===== config.mk =====
export PLATFORM = sky130hd
export DESIGN_NAME = multicycle_controller_flat
export DESIGN_NICKNAME = d
export VERILOG_FILES = /design/src/rtl/multicycle_controller_if.sv /design/src/rtl/multicycle_controller.sv /design/src/flat_wrapper.sv
export SDC_FILE = /design/constraint.sdc
export NUM_CORES = 1
export LEC_CHECK = 0
export CORE_MARGIN = 3
export CORE_UTILIZATION = 35
export CTS_CLUSTER_DIAMETER = 150
export CTS_CLUSTER_SIZE = 16
export DETAILED_ROUTE_END_ITERATION = 12
export PLACE_DENSITY_LB_ADDON = 0.2
export SYNTH_ARGS = -nofsm -noshare
export SYNTH_HDL_FRONTEND = slang
export SYNTH_SLANG_ARGS = --single-unit

===== constraint.sdc =====
create_clock -name clk -period 2.1 [get_ports clk]
set_clock_uncertainty 0.15 [all_clocks]
set_input_delay 0.42 -clock clk [delete_from_list [all_inputs] [get_ports clk]]
set_output_delay 0.42 -clock clk [all_outputs]
set_load 0.03 [all_outputs]

===== src/rtl/multicycle_controller_if.sv =====
// Bundle between the multicycle controller and the datapath it sequences.
//
// Signals
//   op, funct3, funct7b5 : instruction fields taken from the IR
//   Zero                 : ALU zero flag, same-cycle combinational
//   mem_ready            : memory access completes this cycle
//   PCWrite .. RegWrite  : datapath selects and enables
//   state_dbg            : current controller state encoding
//
// Handshake: mem_ready is a completion strobe. During FETCH, MEMREAD and MEMWRITE
// the controller holds its state and keeps the request asserted (address select,
// write strobe) until it samples mem_ready=1. Enables that commit the access
// (IRWrite/PCWrite in FETCH) are qualified by mem_ready in that same cycle.
//
// Modports: master = datapath side, slave = controller side.
interface multicycle_controller_if;
    logic [6:0] op;
    logic [2:0] funct3;
    logic       funct7b5;
    logic       Zero;
    logic       mem_ready;

    logic       PCWrite;
    logic       AdrSrc;
    logic       MemWrite;
    logic       IRWrite;
    logic [1:0] ResultSrc;
    logic [1:0] ALUSrcA;
    logic [1:0] ALUSrcB;
    logic [1:0] ImmSrc;
    logic [2:0] ALUControl;
    logic       RegWrite;
    logic [3:0] state_dbg;

    modport master (
        output op, funct3, funct7b5, Zero, mem_ready,
        input  PCWrite, AdrSrc, MemWrite, IRWrite, ResultSrc, ALUSrcA, ALUSrcB,
               ImmSrc, ALUControl, RegWrite, state_dbg
    );

    modport slave (
        input  op, funct3, funct7b5, Zero, mem_ready,
        output PCWrite, AdrSrc, MemWrite, IRWrite, ResultSrc, ALUSrcA, ALUSrcB,
               ImmSrc, ALUControl, RegWrite, state_dbg
    );
endinterface


===== src/rtl/multicycle_controller.sv =====
// Moore-style controller for a shared multicycle RISC-V datapath (one ALU, one
// unified memory, IR/OldPC/Data/ALUOut registers). Decodes lw, sw, R-type,
// I-type ALU, beq/bne and jal; every memory access waits on mem_ready.
//
// Ports
//   clk    : system clock, rising edge
//   reset  : asynchronous, active-high; forces the state to FETCH
//   bus    : controller side of multicycle_controller_if (instruction fields,
//            Zero, mem_ready in; all datapath selects/enables and state_dbg out)
//
// Parameter
//   SUPPORT_BNE : 1 = funct3 001 in the branch state means bne; 0 = all branches beq
module multicycle_controller #(
    parameter bit SUPPORT_BNE = 1'b1
) (
    input  logic                    clk,
    input  logic                    reset,
    multicycle_controller_if.slave  bus
);

    typedef enum logic [3:0] {
        FETCH    = 4'd0,
        DECODE   = 4'd1,
        MEMADR   = 4'd2,
        MEMREAD  = 4'd3,
        MEMWB    = 4'd4,
        MEMWRITE = 4'd5,
        EXECR    = 4'd6,
        ALUWB    = 4'd7,
        EXECI    = 4'd8,
        JAL      = 4'd9,
        BRANCH   = 4'd10
    } state_t;

    localparam logic [6:0] OP_LW  = 7'b0000011;
    localparam logic [6:0] OP_SW  = 7'b0100011;
    localparam logic [6:0] OP_R   = 7'b0110011;
    localparam logic [6:0] OP_I   = 7'b0010011;
    localparam logic [6:0] OP_JAL = 7'b1101111;
    localparam logic [6:0] OP_BR  = 7'b1100011;

    state_t state;
    state_t state_next;

    // op[5] separates R-type from I-type, so addi with IR[30]=1 stays an add.
    function automatic logic [2:0] alu_decode(input logic [6:0] o,
                                              input logic [2:0] f3,
                                              input logic       f7b5);
        case (f3)
            3'b000:  return (o[5] & f7b5) ? 3'b001 : 3'b000;
            3'b010:  return 3'b101;
            3'b110:  return 3'b011;
            3'b111:  return 3'b010;
            default: return 3'b000;
        endcase
    endfunction

    always_ff @(posedge clk or posedge reset) begin
        if (reset) state <= FETCH;
        else       state <= state_next;
    end

    assign bus.state_dbg = state;

    // Immediate format follows the opcode only, so it is valid in every state.
    always_comb begin
        case (bus.op)
            OP_SW:   bus.ImmSrc = 2'b01;
            OP_BR:   bus.ImmSrc = 2'b10;
            OP_JAL:  bus.ImmSrc = 2'b11;
            default: bus.ImmSrc = 2'b00;
        endcase
    end

    always_comb begin
        bus.PCWrite    = 1'b0;
        bus.AdrSrc     = 1'b0;
        bus.MemWrite   = 1'b0;
        bus.IRWrite    = 1'b0;
        bus.ResultSrc  = 2'b00;
        bus.ALUSrcA    = 2'b00;
        bus.ALUSrcB    = 2'b00;
        bus.ALUControl = 3'b000;
        bus.RegWrite   = 1'b0;
        state_next     = FETCH;

        case (state)
            FETCH: begin
                bus.ALUSrcB   = 2'b10;
                bus.ResultSrc = 2'b10;
                bus.IRWrite   = bus.mem_ready;
                bus.PCWrite   = bus.mem_ready;
                state_next    = bus.mem_ready ? DECODE : FETCH;
            end
            DECODE: begin
                // ALU precomputes OldPC + imm as the branch target.
                bus.ALUSrcA = 2'b01;
                bus.ALUSrcB = 2'b01;
                case (bus.op)
                    OP_LW, OP_SW: state_next = MEMADR;
                    OP_R:         state_next = EXECR;
                    OP_I:         state_next = EXECI;
                    OP_JAL:       state_next = JAL;
                    OP_BR:        state_next = BRANCH;
                    default:      state_next = FETCH;
                endcase
            end
            MEMADR: begin
                bus.ALUSrcA = 2'b10;
                bus.ALUSrcB = 2'b01;
                state_next  = bus.op[5] ? MEMWRITE : MEMREAD;
            end
            MEMREAD: begin
                bus.AdrSrc = 1'b1;
                state_next = bus.mem_ready ? MEMWB : MEMREAD;
            end
            MEMWB: begin
                bus.ResultSrc = 2'b01;
                bus.RegWrite  = 1'b1;
            end
            MEMWRITE: begin
                bus.AdrSrc   = 1'b1;
                bus.MemWrite = 1'b1;
                state_next   = bus.mem_ready ? FETCH : MEMWRITE;
            end
            EXECR: begin
                bus.ALUSrcA    = 2'b10;
                bus.ALUControl = alu_decode(bus.op, bus.funct3, bus.funct7b5);
                state_next     = ALUWB;
            end
            EXECI: begin
                bus.ALUSrcA    = 2'b10;
                bus.ALUSrcB    = 2'b01;
                bus.ALUControl = alu_decode(bus.op, bus.funct3, bus.funct7b5);
                state_next     = ALUWB;
            end
            ALUWB: begin
                bus.RegWrite = 1'b1;
            end
            JAL: begin
                // ALUOut gets OldPC + 4 for rd while PC loads the target from ALUOut.
                bus.ALUSrcA = 2'b01;
                bus.ALUSrcB = 2'b10;
                bus.PCWrite = 1'b1;
                state_next  = ALUWB;
            end
            BRANCH: begin
                bus.ALUSrcA    = 2'b10;
                bus.ALUControl = 3'b001;
                if (SUPPORT_BNE && bus.funct3 == 3'b001) bus.PCWrite = ~bus.Zero;
                else                                     bus.PCWrite = bus.Zero;
            end
            default: state_next = FETCH;
        endcase
    end

endmodule

===== src/flat_wrapper.sv =====
// flat-port wrapper written by rule: the top's interface ports become plain ports
module multicycle_controller_flat 
#(
    parameter bit SUPPORT_BNE = 1'b1
)
  (clk, reset, bus_op, bus_funct3, bus_funct7b5, bus_Zero, bus_mem_ready, bus_PCWrite, bus_AdrSrc, bus_MemWrite, bus_IRWrite, bus_ResultSrc, bus_ALUSrcA, bus_ALUSrcB, bus_ImmSrc, bus_ALUControl, bus_RegWrite, bus_state_dbg);
  multicycle_controller_if bus_i ();
  input  logic clk;
  input  logic reset;
  input wire logic [$bits(bus_i.op)-1:0] bus_op;
  input wire logic [$bits(bus_i.funct3)-1:0] bus_funct3;
  input wire logic [$bits(bus_i.funct7b5)-1:0] bus_funct7b5;
  input wire logic [$bits(bus_i.Zero)-1:0] bus_Zero;
  input wire logic [$bits(bus_i.mem_ready)-1:0] bus_mem_ready;
  output wire logic [$bits(bus_i.PCWrite)-1:0] bus_PCWrite;
  output wire logic [$bits(bus_i.AdrSrc)-1:0] bus_AdrSrc;
  output wire logic [$bits(bus_i.MemWrite)-1:0] bus_MemWrite;
  output wire logic [$bits(bus_i.IRWrite)-1:0] bus_IRWrite;
  output wire logic [$bits(bus_i.ResultSrc)-1:0] bus_ResultSrc;
  output wire logic [$bits(bus_i.ALUSrcA)-1:0] bus_ALUSrcA;
  output wire logic [$bits(bus_i.ALUSrcB)-1:0] bus_ALUSrcB;
  output wire logic [$bits(bus_i.ImmSrc)-1:0] bus_ImmSrc;
  output wire logic [$bits(bus_i.ALUControl)-1:0] bus_ALUControl;
  output wire logic [$bits(bus_i.RegWrite)-1:0] bus_RegWrite;
  output wire logic [$bits(bus_i.state_dbg)-1:0] bus_state_dbg;
  assign bus_i.op = bus_op;
  assign bus_i.funct3 = bus_funct3;
  assign bus_i.funct7b5 = bus_funct7b5;
  assign bus_i.Zero = bus_Zero;
  assign bus_i.mem_ready = bus_mem_ready;
  assign bus_PCWrite = bus_i.PCWrite;
  assign bus_AdrSrc = bus_i.AdrSrc;
  assign bus_MemWrite = bus_i.MemWrite;
  assign bus_IRWrite = bus_i.IRWrite;
  assign bus_ResultSrc = bus_i.ResultSrc;
  assign bus_ALUSrcA = bus_i.ALUSrcA;
  assign bus_ALUSrcB = bus_i.ALUSrcB;
  assign bus_ImmSrc = bus_i.ImmSrc;
  assign bus_ALUControl = bus_i.ALUControl;
  assign bus_RegWrite = bus_i.RegWrite;
  assign bus_state_dbg = bus_i.state_dbg;
  multicycle_controller #(.SUPPORT_BNE(SUPPORT_BNE)) u_core (.clk(clk), .reset(reset), .bus(bus_i));
endmodule

Word level (Yosys, flattened, before mapping) --
Cells that the tools add are included.
Storage, ports and cells: memory bits (writable) 0, word-level logic and storage cells 53, memory bits (read-only) 0, bits in registers 4, memories 0, input bits 15, latch bits 0
Cells by class: $lt $le $gt $ge 0, div/mod/pow operators 0, shift operators 0, multiplexer cells 19, add/sub/neg operators 0, eq/ne operators 20, bitwise operators 2, reduce and logical (&&, ||, !) cells 11, multipliers 0
Operators by type and width (number):
- 4-bit one-hot mux with 6 select lines | 1
- 4-bit one-hot mux with 5 select lines | 1
- 4-bit by 3-bit == test with 1-bit output, second input constant | 4
- 7-bit by 6-bit == test with 1-bit output, second input constant | 2
- 7-bit == test, second input constant | 2
- 4-bit == test, second input constant | 3
- 2-bit one-hot mux with 2 select lines | 3
- 3-bit one-hot mux with 4 select lines | 1
- 2-bit OR reduction | 6
- 3-bit two-way mux | 3
- 4-bit by 2-bit == test with 1-bit output, second input constant | 2
- 7-bit by 2-bit == test with 1-bit output, second input constant | 1
- 7-bit by 5-bit == test with 1-bit output, second input constant | 1
- 1-bit two-way mux | 7
- 3-bit == test, second input constant | 2
- 2-bit one-hot mux with 3 select lines | 1
- 3-bit one-hot mux with 2 select lines | 1
- 3-bit OR reduction | 2
- 4-bit by 1-bit == test with 1-bit output, second input constant | 1
- 4-bit logical NOT | 1
- 4-bit OR reduction | 1
- 3-bit by 1-bit == test with 1-bit output, second input constant | 1
- 3-bit by 2-bit == test with 1-bit output, second input constant | 1
- 3-bit logical NOT | 1
- 3 further kinds | 3

Depth between registers and ports, before layout --
Gate-level depths: netlist of the first run.
depth after elaboration 4, depth in mapped cells 5, gate-level depth less buffers 3

Worst setup path before layout of the first run --
Ideal clock, no wire load.
path type reg-to-output, start point reg u_core.state[2], in the netlist u_core.bus.state_dbg[2], end point out bus_ALUControl[2], setup slack -442 ps, cell stages (with the launch flop) 5, arrival time 1972 ps, data required time 1530 ps, path buffers 1, path through dfrtp_1 -> buf_6 -> nor3b_1 -> a21oi_1 -> nor4_1
On the way: longest elaborated chain between the ends 3
RTL lines:
- from (decl) | line multicycle_controller.sv:42 | state_t state;
- from (signal assigned) | line multicycle_controller.sv:60 | else state <= state_next;
- 4-bit by 3-bit == test with 1-bit output / 4-bit == test (equally long branches)
- 2-bit OR reduction (no source line)
- 3-bit one-hot mux with 2 select lines * | line multicycle_controller.sv:87 | case (state)
- to (decl) | line flat_wrapper.sv:23 | output wire logic [$bits(bus_i.ALUControl)-1:0] bus_ALUControl;
Every way passes the cells marked *; elsewhere a longest branch is shown, timed or not.

Worst setup path after layout of the first run --
start point reg u_core.state[3], in the netlist u_core.bus.state_dbg[3], end point out bus_PCWrite
On the way: longest elaborated chain between the ends 2
RTL lines:
- 4-bit == test / 4-bit logical NOT (equally long branches) | line multicycle_controller.sv:87
- 1-bit one-hot mux with 3 select lines * | line multicycle_controller.sv:87
- to (decl) | line flat_wrapper.sv:15 | output wire logic [$bits(bus_i.PCWrite)-1:0] bus_PCWrite;
Marks and branches as above.

==> flow_summary.ini, run 1 <==
[run_status]
status = finished clean

[worst_setup_path]
slowest_delay_ns = 0.45
crit_required_ns = 1.53
path_delay_family = flip-flops
cp.arrival_ns = 1.49
ff2ff_setup_slack_ns = 0.55
worstPathMaxFanout = 8
cp-end-kind = primary output
crit_type = reg -> out
crit_path_cell_trace = buf_6, nor4b_4, a21oi_2, a21oi_2, buf_6
path_buf_inv = 2
start_kind = flop
critPathSlowestCell = dfrtp_2

[grt]
grt_first_pass_wirelength_um = 3160
grt_pass1_vias = 760
grt.overflow.total = 0
antenna_found_initial = 0
grt_max_degree = 20
grtUsageTotal_pct = 16.53

[timing]
finalHoldViolations = 0
min_period_ns = 2.062
setup_tns_ns = 0
drv_slew = 0
rsz0062_at_grt = yes
slew_headroom_pct = 78.80
setup_violations = 0
period_share_pct = 98.19
worst_slew_pin_slew_ns = 0.3170
max_freq_ghz = 0.4849

[synth]
synth-main-ff-cell = dfrtp_1
synth.area.top_cells = dfrtp_1 (16%), a21oi_1 (6.2%), nor4bb_1 (6.2%), buf_6 (5.3%), nor2b_1 (4.9%)
synth_warnings = 0
async_reset_ff_share_pct = 100.0
netlist_area_sq_um = 641.9
yosysMostFrequentCell = a21oi_1
avgSynthCellArea_sq_um = 7.828
synth_edf_count = 0
synthCells = 82
synth-seq-area-share_pct = 15.59
synth.distinct_cells = 39
yosysTopAreaCell = dfrtp_1
ys_ff_latch = 4
yosys.area.top_type_share_pct = 15.59
syn_nets = 97
synthTopCellsByCount = a21oi_1 (8), inv_1 (6), nand3_1 (5), nor2b_1 (5)

[final_layout]
stdcell_count = 157
antennaDiodeCount = 0
layout-drive-gt1-share_pct = 49.62
fin_util_pct = 79.19
fillers = 114
area_delta_synth_final_pct = 98.83
largest_register_ffs = 4
num-nets-final = 149

[die]
rows = 14
start_util_pct = 39.83
coreArea_sq_um = 1612
dieArea_sq_um = 2384
ios = 35
die_h_um = 48.83
die_width_um = 48.83

[pwr]
power_leakage_nw = 0.5703
pwr_density_cell_nw_per_um2 = 462.8
power_mw = 0.5907
peakVddDrop_v = 0.0006276

[drt]
ant_nets = 0
vias_per_cell = 5.395
wl_per_cell_um = 14.09
vias = 847
drtIter0Drc = 15
wl_um = 2212
drt-pass1-iter-count = 4
drc = 0

[clock_tree]
insertion_delay_ns = 0.24
h-tree-depth = 1
cts.path.max_buffers = 2
cts.sinks = 4
cts.root.buffer_cell = clkbuf_4
clkTransAtPathRegs_ns = 0.04
cts_buffers = 3
hold_buffers = 0
cts_tree = done

[placed_design]
gp_congestion = 0.7391
portBuffers = 34
dpl.cell_count = 150
dp_hpwl_um = 1561

[hold_path]
hold_path.class = in -> async

[job]
drv_cap = 0
[placed cells by master, fill, tap and decap left out, drive strengths merged, types with 2 or more instances in the layout]
cell	synthesis	final
nor3	3	3
xnor2	2	2
dlymetal6s2s	0	3
nand3	5	5
a21oi	8	8
nor2b	5	5
dlygate4sd2	0	4
clkbuf	0	6
nor3b	4	4
nor4	2	2
dfrtp	4	4
inv	7	7
o311ai	3	3
nand2b	3	3
and4b	2	2
nor4bb	4	4
nor2	4	4
buf	5	33
nand2	3	3
clkdlybuf4s50	0	9
[worst reg2reg max path: cells and delay by family, from the launching register on]
family / cells / cell delay, ns
flops: 1 / 0.43
simple gates: 2 / 0.37
compound gates: 1 / 0.28
buf+inv: 1 / 0.20
[metal layers]
layer / global-route usage (%) / part of all wire [%]
met4: 4.265 / 0
met5: 0 / 0
met1: 18.00 / 40
met2: 30.32 / 53
met3: 5.505 / 6.1
[where the power goes]
part	leakage (nW)	switching (mW)	internal [mW]	total (mW)
registers	0.0492	0.00759	0.0844	0.0920
clock network	0.0150	0.0384	0.0718	0.110
logic	0.506	0.213	0.176	0.388
[final cells by class]
class | instances | area, sq um | share of cell area (%)
Multi-Input combinational cell | 66 | 629.4 | 49.31
Inverter | 7 | 26.28 | 2.059
Clock buffer | 4 | 26.28 | 2.059
Sequential cell | 4 | 103.9 | 8.137
Tap cell | 24 | 30.03 | 2.353
Timing Repair Buffer | 52 | 460.4 | 36.08
[repair_timing]
action | 4_1_cts | 5_1_grt
buffers inserted | 1 | 2
hold endpoints to repair | 0 | 0
gates resized for setup | 16 | 22
endpoints found under the setup margin | 7 | 6
pin swaps | 6 | 4
[cells by family (layout without fill, tap and decap cells)]
group | Yosys count | in the layout | share of synthesized area [%]
multiplexers | 2 | 2 | 3.314
XOR/XNOR | 3 | 3 | 4.094
AND/OR/NAND/NOR | 43 | 43 | 45.23
flip-flops | 4 | 4 | 15.60
adder cells (fa/ha/maj) | 1 | 1 | 1.560
buffers and inverters | 12 | 63 | 11.30
AO/OA/AOI/OAI | 17 | 17 | 18.91
[metrics by stage]
| stage | instance area, sq um | hold WS [ns] | setup WS, ns |
|---|---|---|---|
| 6_report | 1276 | 0.2112 | 0.03791 |
| 4_1_cts | 1177 | 0.2054 | 0.002552 |
| 3_3_place_gp | 1109 | 0.4576 | -0.1828 |
| 2_1_floorplan | 699.4 | 0.03601 | -0.03843 |
| 5_1_grt | 1276 | 0.2315 | -0.02919 |
| 3_5_place_dp | 1109 | 0.4669 | -0.2371 |
[worst paths after layout]
kind	endpoint	from	cells past startpoint
max	bus_PCWrite	u_core.bus.state_dbg[3]$_DFF_PP0_	5
min	u_core.bus.state_dbg[0]$_DFF_PP0_	reset	2
max reg2reg	u_core.bus.state_dbg[2]$_DFF_PP0_	u_core.bus.state_dbg[2]$_DFF_PP0_	4
min reg2reg	u_core.bus.state_dbg[2]$_DFF_PP0_	u_core.bus.state_dbg[1]$_DFF_PP0_	3
max in group asynchronous	u_core.bus.state_dbg[3]$_DFF_PP0_	reset	2
min in group clk	u_core.bus.state_dbg[3]$_DFF_PP0_	bus_op[2]	5
Note: power is estimated with default switching activity, not from simulation.
==> inputs of run 2 (changes only) <==
Settings changed: CELL_PAD_IN_SITES_DETAIL_PLACEMENT set to 1, CELL_PAD_IN_SITES_GLOBAL_PLACEMENT set to 1, CORE_UTILIZATION 35 to 28.
Clock period 2.1 ns to 2.55 ns, I/O delays scaled along.
==> run 2 against run 1 <==
  * Critical path depth is the same
  * Critical path type is now in -> out
  * Largest cell class unchanged
  * Register-to-register slack gained 0.44 ns
  * Largest power group unchanged
  * Sequential power shrank 5.3%
==> flow_summary.ini, run 2 (synthesis gave the netlist of run 1 again) <==
[timing]
worst_slew_pin_slew_ns = 0.3181
finalHoldViolations = 0
setup_tns_ns = 0
drv_slew = 0
slew_headroom_pct = 78.72
period_share_pct = 97.70
setup_violations = 0
whs_ns = 0.3108
min_period_ns = 2.491
rsz0062_at_grt = no
max_freq_ghz = 0.4014

[pwr]
power_leakage_nw = 0.4506
power_mw = 0.4245
pwr_density_cell_nw_per_um2 = 404.8
peakVddDrop_v = 0.0002925

[worst_setup_path]
critPathSlowestCell = clkdlybuf4s50_1
crit_type = in -> out
crit_required_ns = 1.89
path_buf_inv = 2
cp-end-kind = primary output
start_kind = input pin
worstPathMaxFanout = 7
slowest_delay_ns = 0.59
path_delay_family = buffers and inverters
cp.arrival_ns = 1.83
crit_path_cell_trace = clkdlybuf4s50_1, nor4bb_1, o311ai_1, a21oi_1, buf_4

[drt]
drt-pass1-iter-count = 4
wl_met2_um = 1093
wl_um = 2114
wl_per_cell_um = 14.28
ant_nets = 0
wl_met1_um = 901
drtIter0Drc = 11
route.met3.wl_um = 119
highest-signal-layer = met3
drc = 0
vias_per_cell = 5.223
vias = 773

[placed_design]
place_area_sq_um = 1011
dp_hpwl_um = 1741
portBuffers = 34
gp_congestion = 0.7334

[hold_path]
hold_path.class = in -> async

[job]
drv_cap = 0

[die]
die_h_um = 53.88
coreArea_sq_um = 2062
dieArea_sq_um = 2903
die_width_um = 53.88
ios = 35
rows = 16
start_util_pct = 31.13

[clock_tree]
clkTransAtPathRegs_ns = 0.04
insertion_delay_ns = 0.24
post-cts-setup-buffers = 0
cts_buffers = 3
cts_tree = done
cts.sinks = 4
h-tree-depth = 1
cts.root.buffer_cell = clkbuf_4
cts.path.max_buffers = 2

[grt]
grt.overflow.total = 0
antenna_found_initial = 0
grt_max_degree = 14
grt_pass1_vias = 790
grtUsageTotal_pct = 16.18
grt_first_pass_wirelength_um = 3422

[final_layout]
num-nets-final = 138
area_delta_synth_final_pct = 63.35
antennaDiodeCount = 0
fin_area_sq_um = 1049
layout_common_cells = clkdlybuf4s50_1 (23), buf_4 (14), a21oi_1 (8)
fin_util_pct = 50.85
layout_commonest_cell = clkdlybuf4s50_1
largest_register_ffs = 4
layout-drive-gt1-share_pct = 22.31

[run_status]
status = finished clean
run 2: cell count changes in the layout (fill, tap and decap cells not counted), moves of 3 or more:
cell	previous run	this run
a21oi_1	4	8
nor3b_1	0	3
dlygate4sd2_1	4	1
a21oi_2	3	0
buf_6	4	0
clkdlybuf4s50_1	9	23
buf_4	28	14
run 2: stage by stage:
stage / setup WS [ns] / instances
after global placement: 0.1010 / 145
after global routing: 0.001763 / 148
after CTS: 0.02327 / 148
after detailed placement: -0.01321 / 145
after floorplan: 0.03071 / 82
final: 0.05855 / 148
run 2: cell type report:
class | count | area (sq um)
clock buffer | 3 | 22.52
fill | 258 | 1013
inverter | 7 | 26.28
multi-input combinational | 66 | 480.5
sequential | 4 | 103.9
tap | 27 | 33.78
timing repair buffer | 41 | 381.6
run 2: final timing paths:
kind	start	end	slack (ns)	cells past startpoint
min in group clk	u_core.bus.state_dbg[1]$_DFF_PP0_	u_core.bus.state_dbg[0]$_DFF_PP0_	0.59	3
hold reg to reg	u_core.bus.state_dbg[1]$_DFF_PP0_	u_core.bus.state_dbg[0]$_DFF_PP0_	0.59	3
max in group asynchronous	reset	u_core.bus.state_dbg[2]$_DFF_PP0_	1.76	2
hold / removal	reset	u_core.bus.state_dbg[1]$_DFF_PP0_	0.31	2
setup / recovery	bus_op[5]	bus_ALUControl[0]	0.06	5
setup reg to reg	u_core.bus.state_dbg[2]$_DFF_PP0_	u_core.bus.state_dbg[2]$_DFF_PP0_	0.99	4
run 2: routing by layer:
layer	global-route usage [%]	vias to the layer above
li1	-	390
met2	29.23	25
met1	19.24	358
met5	0	-
met3	4.155	0
met4	2.553	0
run 2: power by group:
part | internal, mW | switching, mW | leakage [nW]
Combinational | 0.117 | 0.141 | 0.387
Sequential | 0.0700 | 0.0171 | 0.0496
Clock | 0.0527 | 0.0267 | 0.0138
run 2: repair_timing:
item | in CTS | in global routing
resized for setup | 4 | 5
setup endpoints to repair | 4 | 9
hold buffers | 0 | 0
